<file path="src/rtl/piso_feeder_if.sv">
// piso_feeder_if: parallel load handshake plus serial output bundle
interface piso_feeder_if #(
    parameter int SIZE = 8
);
    logic [SIZE-1:0] data_in;
    logic            load_valid;
    logic            load_ready;
    logic            stall;
    logic            serial_out;
    logic            serial_valid;
    logic            frame_start;
    logic            done;
    logic            busy;

    modport master (
        output data_in, load_valid, stall,
        input  load_ready, serial_out, serial_valid, frame_start, done, busy
    );

    modport slave (
        input  data_in, load_valid, stall,
        output load_ready, serial_out, serial_valid, frame_start, done, busy
    );
endinterface

</file>
<file path="src/rtl/piso_feeder.sv">
// piso_feeder: one-word buffered parallel-in serial-out feeder with stall and framing pulses
module piso_feeder #(
    parameter int SIZE      = 8,
    parameter bit MSB_FIRST = 1'b1
) (
    input logic          clk,
    input logic          reset,
    piso_feeder_if.slave bus
);
    localparam int CW = $clog2(SIZE + 1);
    localparam logic [CW-1:0] LAST = CW'(SIZE);
    localparam logic [CW-1:0] PEN  = CW'(SIZE - 1);

    typedef enum logic {IDLE, SHIFT} state_t;

    state_t          state, state_n;
    logic [SIZE-1:0] hold_reg, shift_reg, shift_n, src, rest;
    logic [CW-1:0]   bit_count, count_n;
    logic            hold_full, hold_full_n, load_ready, accept, take, head;
    logic            serial_out, out_n, serial_valid, valid_n, frame_start, fs_n, done, done_n;

    assign accept      = bus.load_valid && load_ready;
    assign take        = hold_full && (state == IDLE || (!bus.stall && bit_count == LAST));
    assign hold_full_n = accept || (hold_full && !take);
    assign src         = take ? hold_reg : shift_reg;
    assign head        = MSB_FIRST ? src[SIZE-1] : src[0];
    assign rest        = MSB_FIRST ? {src[SIZE-2:0], 1'b0} : {1'b0, src[SIZE-1:1]};

    assign bus.load_ready   = load_ready;
    assign bus.serial_out   = serial_out;
    assign bus.serial_valid = serial_valid;
    assign bus.frame_start  = frame_start;
    assign bus.done         = done;
    assign bus.busy         = (state == SHIFT);

    // hold buffer: ready is registered so load_valid never reaches load_ready combinationally
    always_ff @(posedge clk or posedge reset) begin
        if (reset) begin
            hold_full  <= 1'b0;
            load_ready <= 1'b1;
            hold_reg   <= '0;
        end else begin
            hold_full  <= hold_full_n;
            load_ready <= !hold_full_n;
            if (accept) hold_reg <= bus.data_in;
        end
    end

    // next word start, bit advance, stall hold and return to idle
    always_comb begin
        state_n = state;
        shift_n = shift_reg;
        count_n = bit_count;
        out_n   = serial_out;
        valid_n = serial_valid;
        fs_n    = 1'b0;
        done_n  = 1'b0;
        if (take) begin
            state_n = SHIFT;
            out_n   = head;
            shift_n = rest;
            count_n = CW'(1);
            valid_n = 1'b1;
            fs_n    = 1'b1;
        end else if (state == SHIFT && bus.stall) begin
            valid_n = 1'b0;
        end else if (state == SHIFT && bit_count != LAST) begin
            out_n   = head;
            shift_n = rest;
            count_n = bit_count + 1'b1;
            valid_n = 1'b1;
            done_n  = (bit_count == PEN);
        end else if (state == SHIFT) begin
            state_n = IDLE;
            count_n = '0;
            out_n   = 1'b0;
            valid_n = 1'b0;
        end
    end

    // state and serial output registers
    always_ff @(posedge clk or posedge reset) begin
        if (reset) begin
            state        <= IDLE;
            shift_reg    <= '0;
            bit_count    <= '0;
            serial_out   <= 1'b0;
            serial_valid <= 1'b0;
            frame_start  <= 1'b0;
            done         <= 1'b0;
        end else begin
            state        <= state_n;
            shift_reg    <= shift_n;
            bit_count    <= count_n;
            serial_out   <= out_n;
            serial_valid <= valid_n;
            frame_start  <= fs_n;
            done         <= done_n;
        end
    end
endmodule

</file>
<file path="src/flat_wrapper.sv">
// flat-port wrapper written by rule: the top's interface ports become plain ports
module piso_feeder_flat 
#(
    parameter int SIZE      = 8,
    parameter bit MSB_FIRST = 1'b1
)
  (clk, reset, bus_data_in, bus_load_valid, bus_stall, bus_load_ready, bus_serial_out, bus_serial_valid, bus_frame_start, bus_done, bus_busy);
  piso_feeder_if #(.SIZE(SIZE)) bus_i ();
  input logic clk;
  input logic reset;
  input wire logic [$bits(bus_i.data_in)-1:0] bus_data_in;
  input wire logic [$bits(bus_i.load_valid)-1:0] bus_load_valid;
  input wire logic [$bits(bus_i.stall)-1:0] bus_stall;
  output wire logic [$bits(bus_i.load_ready)-1:0] bus_load_ready;
  output wire logic [$bits(bus_i.serial_out)-1:0] bus_serial_out;
  output wire logic [$bits(bus_i.serial_valid)-1:0] bus_serial_valid;
  output wire logic [$bits(bus_i.frame_start)-1:0] bus_frame_start;
  output wire logic [$bits(bus_i.done)-1:0] bus_done;
  output wire logic [$bits(bus_i.busy)-1:0] bus_busy;
  assign bus_i.data_in = bus_data_in;
  assign bus_i.load_valid = bus_load_valid;
  assign bus_i.stall = bus_stall;
  assign bus_load_ready = bus_i.load_ready;
  assign bus_serial_out = bus_i.serial_out;
  assign bus_serial_valid = bus_i.serial_valid;
  assign bus_frame_start = bus_i.frame_start;
  assign bus_done = bus_i.done;
  assign bus_busy = bus_i.busy;
  piso_feeder #(.SIZE(SIZE), .MSB_FIRST(MSB_FIRST)) u_core (.clk(clk), .reset(reset), .bus(bus_i));
endmodule
</file>
<file path="config.mk">
export PLATFORM = sky130hd
export DESIGN_NAME = piso_feeder_flat
export DESIGN_NICKNAME = d
export VERILOG_FILES = /design/src/rtl/piso_feeder_if.sv /design/src/rtl/piso_feeder.sv /design/src/flat_wrapper.sv
export SDC_FILE = /design/constraint.sdc
export NUM_CORES = 1
export LEC_CHECK = 0
export CAP_MARGIN = 20
export CORE_ASPECT_RATIO = 1.2
export CORE_MARGIN = 4
export CORE_UTILIZATION = 57
export DETAILED_ROUTE_END_ITERATION = 6
export GPL_TIMING_DRIVEN = 0
export PLACE_DENSITY_LB_ADDON = 0.2
export SYNTH_ARGS = -nofsm -noshare
export SYNTH_HDL_FRONTEND = slang
export SYNTH_SLANG_ARGS = --single-unit
</file>
<file path="constraint.sdc">
create_clock -name clk -period 4 [get_ports clk]
set_input_delay 0.8 -clock clk [delete_from_list [all_inputs] [get_ports clk]]
set_output_delay 0.8 -clock clk [all_outputs]
set_load 0.05 [all_outputs]
</file>
* Word level (Yosys, flattened, before mapping) *
Index checks and enable logic that the tools add are counted.

cells by class
  bitwise gates (word level) = 1
  equal/unequal tests = 5
  add/sub/neg operators = 1
  reductions and logical operators = 17
  mux-type cells = 22

operators by type and width
  cell                 count
  $mux 8               4
  $mux 4               4
  $mux 1               14
  $logic_and 1x1->1    6
  $reduce_and 2->1     3
  $add 4x1->4 const B  1
  $eq 4x3->1 const B   1
  $eq 4x4->1 const B   1
  $ne 2x1->1 const B   2
  $ne 4x4->1 const B   1
  $reduce_bool 4->1    1
  $logic_not 1->1      3
  $reduce_bool 3->1    1
  $logic_or 1x1->1     2
  $reduce_bool 2->1    1
  $not 1->1            1

storage, ports and cells
  input port bits = 12
  flip-flop bits (word level) = 27
  logic and storage cells = 56

* Longest topological paths before layout *
Gate-level depths: netlist of the first run.

  depth in word-level cells = 8
  gate-level depth with buffers = 6
  mapped depth without buffers = 5

* Worst setup path before layout of the first run *
No wires, ideal clock.

  path type = input to register
  from = input port bus_stall
  to = register u_core.shift_reg[2]
  stages on the path = 3
  path buffers = 0
  arrival = 1.604 ns
  slack = 2.284 ns
  path through = nand2b_1 a22o_4 a2111oi_2

on the way
  cells in the longest elaborated chain, start to end = 8
  elaborated cells on any way between the ends = 12
  those cells by class = eq/ne (1); mux (4); reduce/logical (7)

ends and longest elaborated chain
  item                    RTL line            RTL
  start: declaration      flat_wrapper.sv:13  input wire logic [$bits(bus_i.stall)-1:0] bus_stall;
  $logic_not 1->1         piso_feeder.sv:23   assign take = hold_full && (state == IDLE || (!bus.stall && bit_count == LAST));
  $logic_and 1x1->1       piso_feeder.sv:23
  $logic_or 1x1->1        piso_feeder.sv:23
  $logic_and 1x1->1       piso_feeder.sv:23
  $mux 8                  piso_feeder.sv:25   assign src = take ? hold_reg : shift_reg;
  $mux 8                  piso_feeder.sv:67   end else if (state == SHIFT && bit_count != LAST) begin
  $mux 8                  piso_feeder.sv:65   end else if (state == SHIFT && bus.stall) begin
  $mux 8                  piso_feeder.sv:58   if (take) begin
  end signal: assignment  piso_feeder.sv:93   shift_reg <= shift_n;
  end: declaration        piso_feeder.sv:17   logic [SIZE-1:0] hold_reg, shift_reg, shift_n, src, rest;

Parallel ways exist; a longest one is shown, timed or not. The select of a mux whose other input is x is not followed.
A chain may end at the register's enable or synchronous reset.

* Final worst setup path of the first run *
  from = register u_core.load_ready, in the netlist u_core.bus.load_ready
  to = output port bus_load_ready

RTL lines
  item                      RTL line            RTL
  start: declaration        piso_feeder.sv:19   logic hold_full, hold_full_n, load_ready, accept, take, head;
  start signal: assignment  piso_feeder.sv:44   load_ready <= !hold_full_n;
  end: declaration          flat_wrapper.sv:14  output wire logic [$bits(bus_i.load_ready)-1:0] bus_load_ready;

No word-level cell between the ends.

==> metrics.csv, run 1 <==
metric,value,unit
synth-seq-cells,26,
cp_slowest_cell,clkdlybuf4s50_1,
wl_met1,1.019,mm
gp_congestion,0.8211,
grtUsageTotal,20.04,%
antenna_cells,0,
maxSlewHeadroom,36.88,%
cts_max_level,1,
syn-cell-area,0.001256,sq mm
crit_path_start,u_core.bus.load_ready$_DFF_PP1_,
io_pins,18,
cp_cell_sequence,clkdlybuf4s50_1,
status,finished clean,
vias,989,
rr_worst_depth,6,
antenna_found_initial,0,
r2r_setup_slack,2.14,ns
syn_area_per_cell,11.22,sq um
start_kind,flop,
grt_overflow_total,0,
min_path_type,reg2reg,
hold_viol,0,
dieHeight,59.43,microns
port_buffers,17,
top_layer,met4,
clockBufferDepth,2,
cts_setup_buffers,0,
cp_top_family,buffers and inverters,
cts_made_buffers,3,
synth_cells,112,
start_util,60.63,%
max_freq,0.4016,GHz
cts_sinks,26,
wl_per_cell,15.95,microns
wl,2.600,mm
dp.final_hpwl,1.831,mm
path_clk_slew,0.14,ns
setup_viol,0,
synth_nets,126,
cp.arrival,1.69,ns
timing.setup.tns,0,ns
finalCritPeriodShare,62.25,%
crit_type,reg2out,
dr_wl_met3,104,microns
cts_tree,built,
p_total,0.0009801,W
end_kind,output port,
cts_hold_buf,0,
crit_end,bus_load_ready,
final_area,0.001516,sq mm
synth_edf_count,0,
cp_num_cells,1,
drv_cap,0,
largest_register_ffs,8,
synthToLayoutAreaGrowth,20.72,%
drc,0,
async_reset_ff_share,100.0,%
cp_max_fo,2,
ys_warn_count,0,
period_needed,2.490,ns
path_buf_inv,1,
grt_max_degree,27,
drive_above_1_share,19.55,%
worstSkewPairLatency,0.33,ns
cp.required,3.20,ns
grt_pass1_wl,4.581,mm
yosysUniqueCellTypes,29,
core-area,0.002072,sq mm
cts-resized-gates,0,
fin_nets,148,
timing.rr.start,u_core.bit_count[0]$_DFFE_PP0P_,
finClkSkew,0.003763,ns
rows,18,
rr_endpoint,u_core.shift_reg[5]$_DFFE_PP0P_,
first_iter_violations,31,
dr.pass1.iters,4,
rsz0062_at_grt,false,
hold_ws,0.5288,ns
p_leak,0.6730,nW
power_density,646.3,mW/mm^2
peakVddDrop,406.7,uV
die-area,0.003022,sq mm
die_w,50.86,microns
slew_viol_final,0,
synthFlopType,dfrtp_1,
cpPeakStageDelay,0.80,ns
met2_length,1.419,mm
grt_pass1_vias,1065,
fillCellCount,152,
place_area,0.001464,sq mm
ant_nets,0,
tightest_slew,0.9458,ns
cts_root_buf,clkbuf_4,
seq_area_frac_synth,51.89,%
viasPerCell,6.067,
[cells in the mapped netlist (3+ instances only)]
| library cell | instances | share of area, % |
|---|---|---|
| nand3_1 | 4 | 1.6 |
| a2111oi_2 | 6 | 7.2 |
| buf_4 | 3 | 1.8 |
| nor3_1 | 13 | 5.2 |
| nand2_1 | 6 | 1.8 |
| inv_1 | 12 | 3.6 |
| nand2b_1 | 3 | 1.5 |
| mux2_2 | 8 | 7.2 |
| nor2_1 | 6 | 1.8 |
| dfrtp_1 | 25 | 50 |
| o21ai_0 | 4 | 1.6 |
| nand4_1 | 3 | 1.5 |
[layer usage]
metal / track usage [%] / vias to the layer above
met5: 0 / -
met4: 9.615 / 0
met3: 3.275 / 7
met1: 20.68 / 518
li1: - / 444
met2: 38.81 / 20
[worst min path at each step]
stage / from / end / slack [ns] / cells after the start
2_1_floorplan: u_core.shift_reg[1]$_DFFE_PP0P_ / u_core.shift_reg[1]$_DFFE_PP0P_ / 0.47 / 1
3_3_place_gp: u_core.hold_reg[0]$_DFFE_PP0P_ / u_core.hold_reg[0]$_DFFE_PP0P_ / 0.49 / 1
3_5_place_dp: u_core.hold_reg[0]$_DFFE_PP0P_ / u_core.hold_reg[0]$_DFFE_PP0P_ / 0.50 / 1
4_1_cts: u_core.hold_reg[0]$_DFFE_PP0P_ / u_core.hold_reg[0]$_DFFE_PP0P_ / 0.53 / 1
5_1_grt: u_core.shift_reg[1]$_DFFE_PP0P_ / u_core.shift_reg[1]$_DFFE_PP0P_ / 0.55 / 1
6_report: u_core.hold_reg[0]$_DFFE_PP0P_ / u_core.hold_reg[0]$_DFFE_PP0P_ / 0.53 / 1
[cell families after synthesis]
| family | after synthesis | synth area share, % |
|---|---|---|
| compound gates | 19 | 15.34 |
| simple gates | 39 | 16.14 |
| mux | 9 | 7.968 |
| buf+inv | 17 | 6.672 |
| flops | 26 | 51.89 |
| fa+ha+maj | 2 | 1.992 |
[per-stage QoR]
step | instances | util [%] | worst slack [ns]
finish | 163 | 73.19 | 1.510
CTS | 163 | 73.19 | 1.495
floorplan | 112 | - | 2.284
global route | 163 | 73.19 | 1.459
detailed placement | 159 | 70.65 | 1.622
global placement | 159 | 70.65 | 1.681
[placed cells by master (no fill, tap or decap), types with 2 or more instances in the layout]
cell / netlist / layout
a2111oi_2: 6 / 6
a32oi_1: 2 / 2
buf_4: 3 / 3
clkbuf_4: 0 / 3
clkdlybuf4s50_1: 0 / 17
dfrtp_1: 25 / 25
ha_1: 2 / 2
inv_1: 12 / 12
mux2_2: 8 / 8
nand2_1: 6 / 6
nand2b_1: 3 / 3
nand3_1: 4 / 4
nand4_1: 3 / 3
nor2_1: 6 / 6
nor3_1: 13 / 13
o21ai_0: 4 / 4
[layout make-up]
type | count | area (sq um) | share of cell area [%]
flip-flops and latches | 26 | 651.9 | 42.99
multi-input cells | 69 | 520.5 | 34.32
repair buffers | 17 | 170.2 | 11.22
inverters | 12 | 45.04 | 2.970
plain buffers | 5 | 38.79 | 2.558
well taps | 30 | 37.54 | 2.475
clock inverters | 1 | 30.03 | 1.980
clock buffers | 3 | 22.52 | 1.485
[where the power goes]
group          internal [W]  leakage [nW]  switching (W)
registers          0.000371         0.303      0.0000883
clock network      0.000101        0.0279      0.0000797
logic              0.000162         0.342       0.000177
total              0.000635         0.673       0.000345
No activity file was read; power rests on OpenSTA's default activity.
==> run 2: changes to the inputs <==
--- a/config.mk
+++ b/config.mk
@@ -8,7 +8,7 @@
 export CAP_MARGIN = 20
 export CORE_ASPECT_RATIO = 1.2
 export CORE_MARGIN = 4
-export CORE_UTILIZATION = 57
+export CORE_UTILIZATION = 47
 export DETAILED_ROUTE_END_ITERATION = 6
 export GPL_TIMING_DRIVEN = 0
 export PLACE_DENSITY_LB_ADDON = 0.2
==> constraint.sdc (replaced) <==
create_clock -name clk -period 2.1 [get_ports clk]
set_input_delay 0.42 -clock clk [delete_from_list [all_inputs] [get_ports clk]]
set_output_delay 0.42 -clock clk [all_outputs]
set_load 0.05 [all_outputs]
==> metrics.csv, run 2 (same netlist as run 1, synthesis figures left out) <==
metric,value,unit,change
cp.required,1.68,ns,-1.52 ns
clockBufferDepth,2,,unchanged
viasPerCell,5.683,,-6.3%
finClkSkew,0.002771,ns,-0.0009920 ns
cp_max_fo,2,,unchanged
path_clk_slew,0.14,ns,about the same
grt_max_degree,27,,unchanged
core-area,0.002552,sq mm,+23%
cts_made_buffers,3,,unchanged
regArea,651.9,sq um,unchanged
grt_overflow_total,0,,unchanged
stdcell_count,167,,+2.5%
end_kind,output port,,
cp_cell_sequence,clkdlybuf4s50_1,,
start_kind,flop,,
die-area,0.003568,sq mm,+18%
first_iter_violations,27,,-13%
max_freq,0.5204,GHz,
rows,20,,+2
timing.setup.tns,0,ns,unchanged
peakVddDrop,678.9,uV,+67%
cts_sinks,26,,unchanged
final_cell_mix,"dfrtp_1 (25), clkdlybuf4s50_1 (16), nor3_1 (13), inv_1 (12), mux2_2 (8)",,
slew_viol_final,0,,unchanged
min_path_type,in2async,,
cts_setup_buffers,0,,unchanged
dr.pass1.iters,4,,unchanged
numPlacedInstances,162,,+1.9%
drive_above_1_share,20.15,%,+0.60 points
wl,2.358,mm,-9.3%
dieHeight,64.64,microns,+8.8%
cts_root_buf,clkbuf_4,,
worstSkewPairLatency,0.32,ns,about the same
path_buf_inv,1,,unchanged
maxSlewHeadroom,66.72,%,+30 points
tightest_slew,0.4983,ns,-0.4474 ns
cts_max_level,1,,unchanged
hold_viol,0,,unchanged
io_pins,18,,unchanged
period_needed,1.922,ns,
synthToLayoutAreaGrowth,23.41,%,
wl_per_cell,14.12,microns,-11%
grt_pass1_wl,4.167,mm,-9.0%
antenna_cells,0,,unchanged
status,finished clean,,
antenna_found_initial,0,,unchanged
cp_top_family,buffers and inverters,,
drc,0,,unchanged
start_util,49.22,%,-11 points
gp_congestion,0.7378,,-10%
grtUsageTotal,15.42,%,-4.6 points
power_density,1189,mW/mm^2,+84%
drv_cap,0,,unchanged
grt_pass1_vias,970,,-8.9%
multi_input_area,520.5,sq um,unchanged
vias,949,,-4.0%
p_leak,0.7006,nW,+4.1%
dp.final_hpwl,1.792,mm,-2.1%
cp.arrival,1.50,ns,-0.19 ns
cp_slowest_cell,clkdlybuf4s50_1,,
port_buffers,17,,unchanged
mostFrequentLayoutCell,dfrtp_1,,
fillCellCount,230,,+51%
fin_nets,149,,+0.68%
finalCritPeriodShare,91.51,%,
cts_tree,built,,
crit_type,reg2out,,
setup_viol,0,,unchanged
cpPeakStageDelay,0.80,ns,about the same
ant_nets,0,,unchanged
die_w,55.20,microns,+8.5%
largest_register_ffs,8,,unchanged
rsz0062_at_grt,false,,
run 2: per-layer routing:
metal  vias to the layer above  global-route usage, %  wire length (microns)
met2                        12                  26.63                   1226
met5                         -                      0                      0
li1                        449                      -                      -
met1                       486                  19.35                   1037
met4                         0                  3.647                     15
met3                         2                  2.759                     78
run 2: final timing paths:
| path | startpoint | slack [ns] | depth (start not counted) | to |
|---|---|---|---|---|
| min in group clk | u_core.shift_reg[1]$_DFFE_PP0P_ | 0.54 | 1 | u_core.shift_reg[1]$_DFFE_PP0P_ |
| worst max-delay path | u_core.bus.serial_out$_DFFE_PP0P_ | 0.18 | 1 | bus_serial_out |
| worst min-delay path | reset | 0.26 | 2 | u_core.hold_reg[1]$_DFFE_PP0P_ |
| worst max register to register | u_core.bit_count[0]$_DFFE_PP0P_ | 0.28 | 6 | u_core.shift_reg[4]$_DFFE_PP0P_ |
| worst min register to register | u_core.shift_reg[1]$_DFFE_PP0P_ | 0.54 | 1 | u_core.shift_reg[1]$_DFFE_PP0P_ |
| max in group asynchronous | reset | 1.43 | 3 | u_core.bus.load_ready$_DFF_PP1_ |
run 2: cell type report:
cell class                 count  area share (%)
clock buffer                   3           1.453
tap                           33           2.663
multi-input combinational     69           33.58
buffer                         5           2.502
timing repair buffer          18           12.91
clock inverter                 1           1.937
sequential                    26           42.05
inverter                      12           2.906
run 2: power breakdown:
group / internal [W] / total [W] / switching (W)
logic: 0.000312 / 0.000645 / 0.000333
clock network: 0.000193 / 0.000340 / 0.000147
registers: 0.000707 / 0.000858 / 0.000151
run 2: timing repair:
action / in CTS / in global routing
setup endpoints to repair: 0 / 1
hold buffers: 0 / 0
resized for setup: 0 / 1
run 2: through the flow:
| step | hold WS (ns) | total power [W] | util, % | instance area [sq um] | setup slack, ns |
|---|---|---|---|---|---|
| after floorplan | 0.4593 | 0.001334 | - | 1256 | 0.3942 |
| after global placement | 0.4921 | 0.001489 | 57.50 | 1468 | 0.1512 |
| after detailed placement | 0.5039 | 0.001518 | 57.50 | 1468 | 0.1168 |
| after CTS | 0.5394 | 0.001854 | 59.56 | 1520 | 0.003811 |
| after global routing | 0.2518 | 0.001964 | 60.74 | 1550 | 0.1218 |
| final | 0.2560 | 0.001843 | 60.74 | 1550 | 0.1783 |
==> run 3: changes to the inputs <==
--- a/config.mk
+++ b/config.mk
@@ -10,7 +10,6 @@
 export CORE_MARGIN = 4
 export CORE_UTILIZATION = 47
 export DETAILED_ROUTE_END_ITERATION = 6
-export GPL_TIMING_DRIVEN = 0
 export PLACE_DENSITY_LB_ADDON = 0.2
 export SYNTH_ARGS = -nofsm -noshare
 export SYNTH_HDL_FRONTEND = slang
==> metrics.csv, run 3 (same netlist as run 1, synthesis figures left out) <==
metric,value,unit,change
wl_per_cell,14.73,microns,+4.4%
largest_register_ffs,8,,unchanged
drive_above_1_share,19.55,%,-0.60 points
viasPerCell,5.663,,-0.35%
drc,0,,unchanged
hold_viol,0,,unchanged
p_sw,0.0006291,W,-0.28%
die_w,55.20,microns,unchanged
setup_viol,0,,unchanged
power_frac_seq,50.2,%,+3.6 points
die-area,0.003568,sq mm,unchanged
gp_congestion,0.7191,,-2.5%
maxSlewHeadroom,66.81,%,+0.085 points
hold_ws,0.4420,ns,+0.1860 ns
cp_cell_sequence,clkdlybuf4s50_1,,
cp_slowest_cell,clkdlybuf4s50_1,,
grt_pass1_vias,956,,-1.4%
p_int,0.001086,W,-10%
fin_nets,148,,-0.67%
cpPeakStageDelay,0.80,ns,about the same
cts_sinks,26,,unchanged
synthToLayoutAreaGrowth,18.82,%,
vias,940,,-0.95%
core-area,0.002552,sq mm,unchanged
combPwrFrac,37.1,%,+2.1 points
min_path_type,in2async,,
fillCellCount,235,,+2.2%
antenna_cells,0,,unchanged
cts_max_level,1,,unchanged
final_cell_mix,"dfrtp_1 (25), clkdlybuf4s50_1 (15), nor3_1 (13), inv_1 (12), mux2_2 (8)",,
p_leak,0.6765,nW,-3.4%
crit_type,reg2out,,
final_util,58.48,%,-2.3 points
mostFrequentLayoutCell,dfrtp_1,,
cts_made_buffers,3,,unchanged
grt_pass1_wl,4.291,mm,+3.0%
timing.setup.tns,0,ns,unchanged
peakVddDrop,504.6,uV,-26%
cp_max_fo,2,,unchanged
cts_tree,built,,
cts_root_buf,clkbuf_4,,
finClkSkew,0.007009,ns,+0.004238 ns
power_density,1149,mW/mm^2,-3.4%
status,finished clean,,
rsz0062_at_grt,false,,
cp.arrival,1.48,ns,-0.02 ns
ant_nets,0,,unchanged
cp.required,1.68,ns,about the same
end_kind,output port,,
regArea,651.9,sq um,unchanged
slew_viol_final,0,,unchanged
tightest_slew,0.4971,ns,-0.001276 ns
dieHeight,64.64,microns,unchanged
multi_input_area,520.5,sq um,unchanged
rows,20,,unchanged
p_total,0.001715,W,-7.0%
port_buffers,17,,unchanged
path_buf_inv,1,,unchanged
start_util,49.22,%,unchanged
cp_top_family,buffers and inverters,,
grt_max_degree,27,,unchanged
start_kind,flop,,
switching_share,36.69,%,+2.5 points
dp.final_hpwl,1.770,mm,-1.2%
io_pins,18,,unchanged
wl,2.446,mm,+3.7%
cts-resized-gates,0,,unchanged
pre_cts_ws,0.2318,ns,+0.1150 ns
cts_hold_buf,0,,unchanged
grtUsageTotal,16.18,%,+0.75 points
max_freq,0.5257,GHz,+1.0%
antenna_found_initial,0,,unchanged
grt_overflow_total,0,,unchanged
dr.pass1.iters,4,,unchanged
drv_cap,0,,unchanged
first_iter_violations,31,,+15%
clockPowerShare,12.7,%,-5.7 points
finalCritPeriodShare,90.58,%,-0.93 points
fin_ws,0.1979,ns,+0.01953 ns
period_needed,1.902,ns,-0.01953 ns
path_clk_slew,0.14,ns,about the same
worstSkewPairLatency,0.31,ns,about the same
cts_setup_buffers,0,,unchanged
clockBufferDepth,2,,unchanged
[run 3: cell types whose count changed in the layout (fill, tap and decap cells not counted), sizes merged]
| cell | change |
|---|---|
| clkbuf | +1 |
| bufinv | -1 |
| clkdlybuf4s50 | -1 |
[run 3: routing by layer]
layer	vias up	wire, microns	GRT usage [%]
met5	-	0	0
met4	0	12	4.559
met3	2	79	2.069
met2	16	1318	27.07
met1	475	1035	21.30
li1	447	-	-
[run 3: per-stage QoR]
step,instances,instance area [sq um]
finish,166,1493
global route,166,1493
detailed placement,162,1464
CTS,166,1490
global placement,162,1464
floorplan,112,1256
[run 3: worst paths after layout]
path	startpoint	to	slack, ns	cells after the start
min in group clk	u_core.shift_reg[1]$_DFFE_PP0P_	u_core.shift_reg[1]$_DFFE_PP0P_	0.52	1
max reg2reg	u_core.bit_count[0]$_DFFE_PP0P_	u_core.shift_reg[2]$_DFFE_PP0P_	0.29	5
max	u_core.bus.serial_valid$_DFFE_PP0P_	bus_serial_valid	0.20	1
min	reset	u_core.shift_reg[3]$_DFFE_PP0P_	0.44	3
max in group asynchronous	reset	u_core.bus.load_ready$_DFF_PP1_	1.36	3
min reg2reg	u_core.shift_reg[1]$_DFFE_PP0P_	u_core.shift_reg[1]$_DFFE_PP0P_	0.52	1
[run 3: layout make-up]
| cell class | instances | share of cell area, % |
|---|---|---|
| inverter | 12 | 3.018 |
| tap | 33 | 2.766 |
| multi-input combinational | 69 | 34.87 |
| timing repair buffer | 22 | 13.91 |
| sequential | 26 | 43.67 |
| clock buffer | 4 | 1.760 |
[run 3: power by group through the flow]
| stage | Combinational (W) | Sequential, W | Clock [W] |
|---|---|---|---|
| 2_1_floorplan | 0.000416 | 0.000918 | 0 |
| 3_3_place_gp | 0.000621 | 0.000866 | 0 |
| 3_5_place_dp | 0.000641 | 0.000875 | 0 |
| 4_1_cts | 0.000644 | 0.000862 | 0.000224 |
| 5_1_grt | 0.000705 | 0.000890 | 0.000247 |
| 6_report | 0.000636 | 0.000862 | 0.000217 |
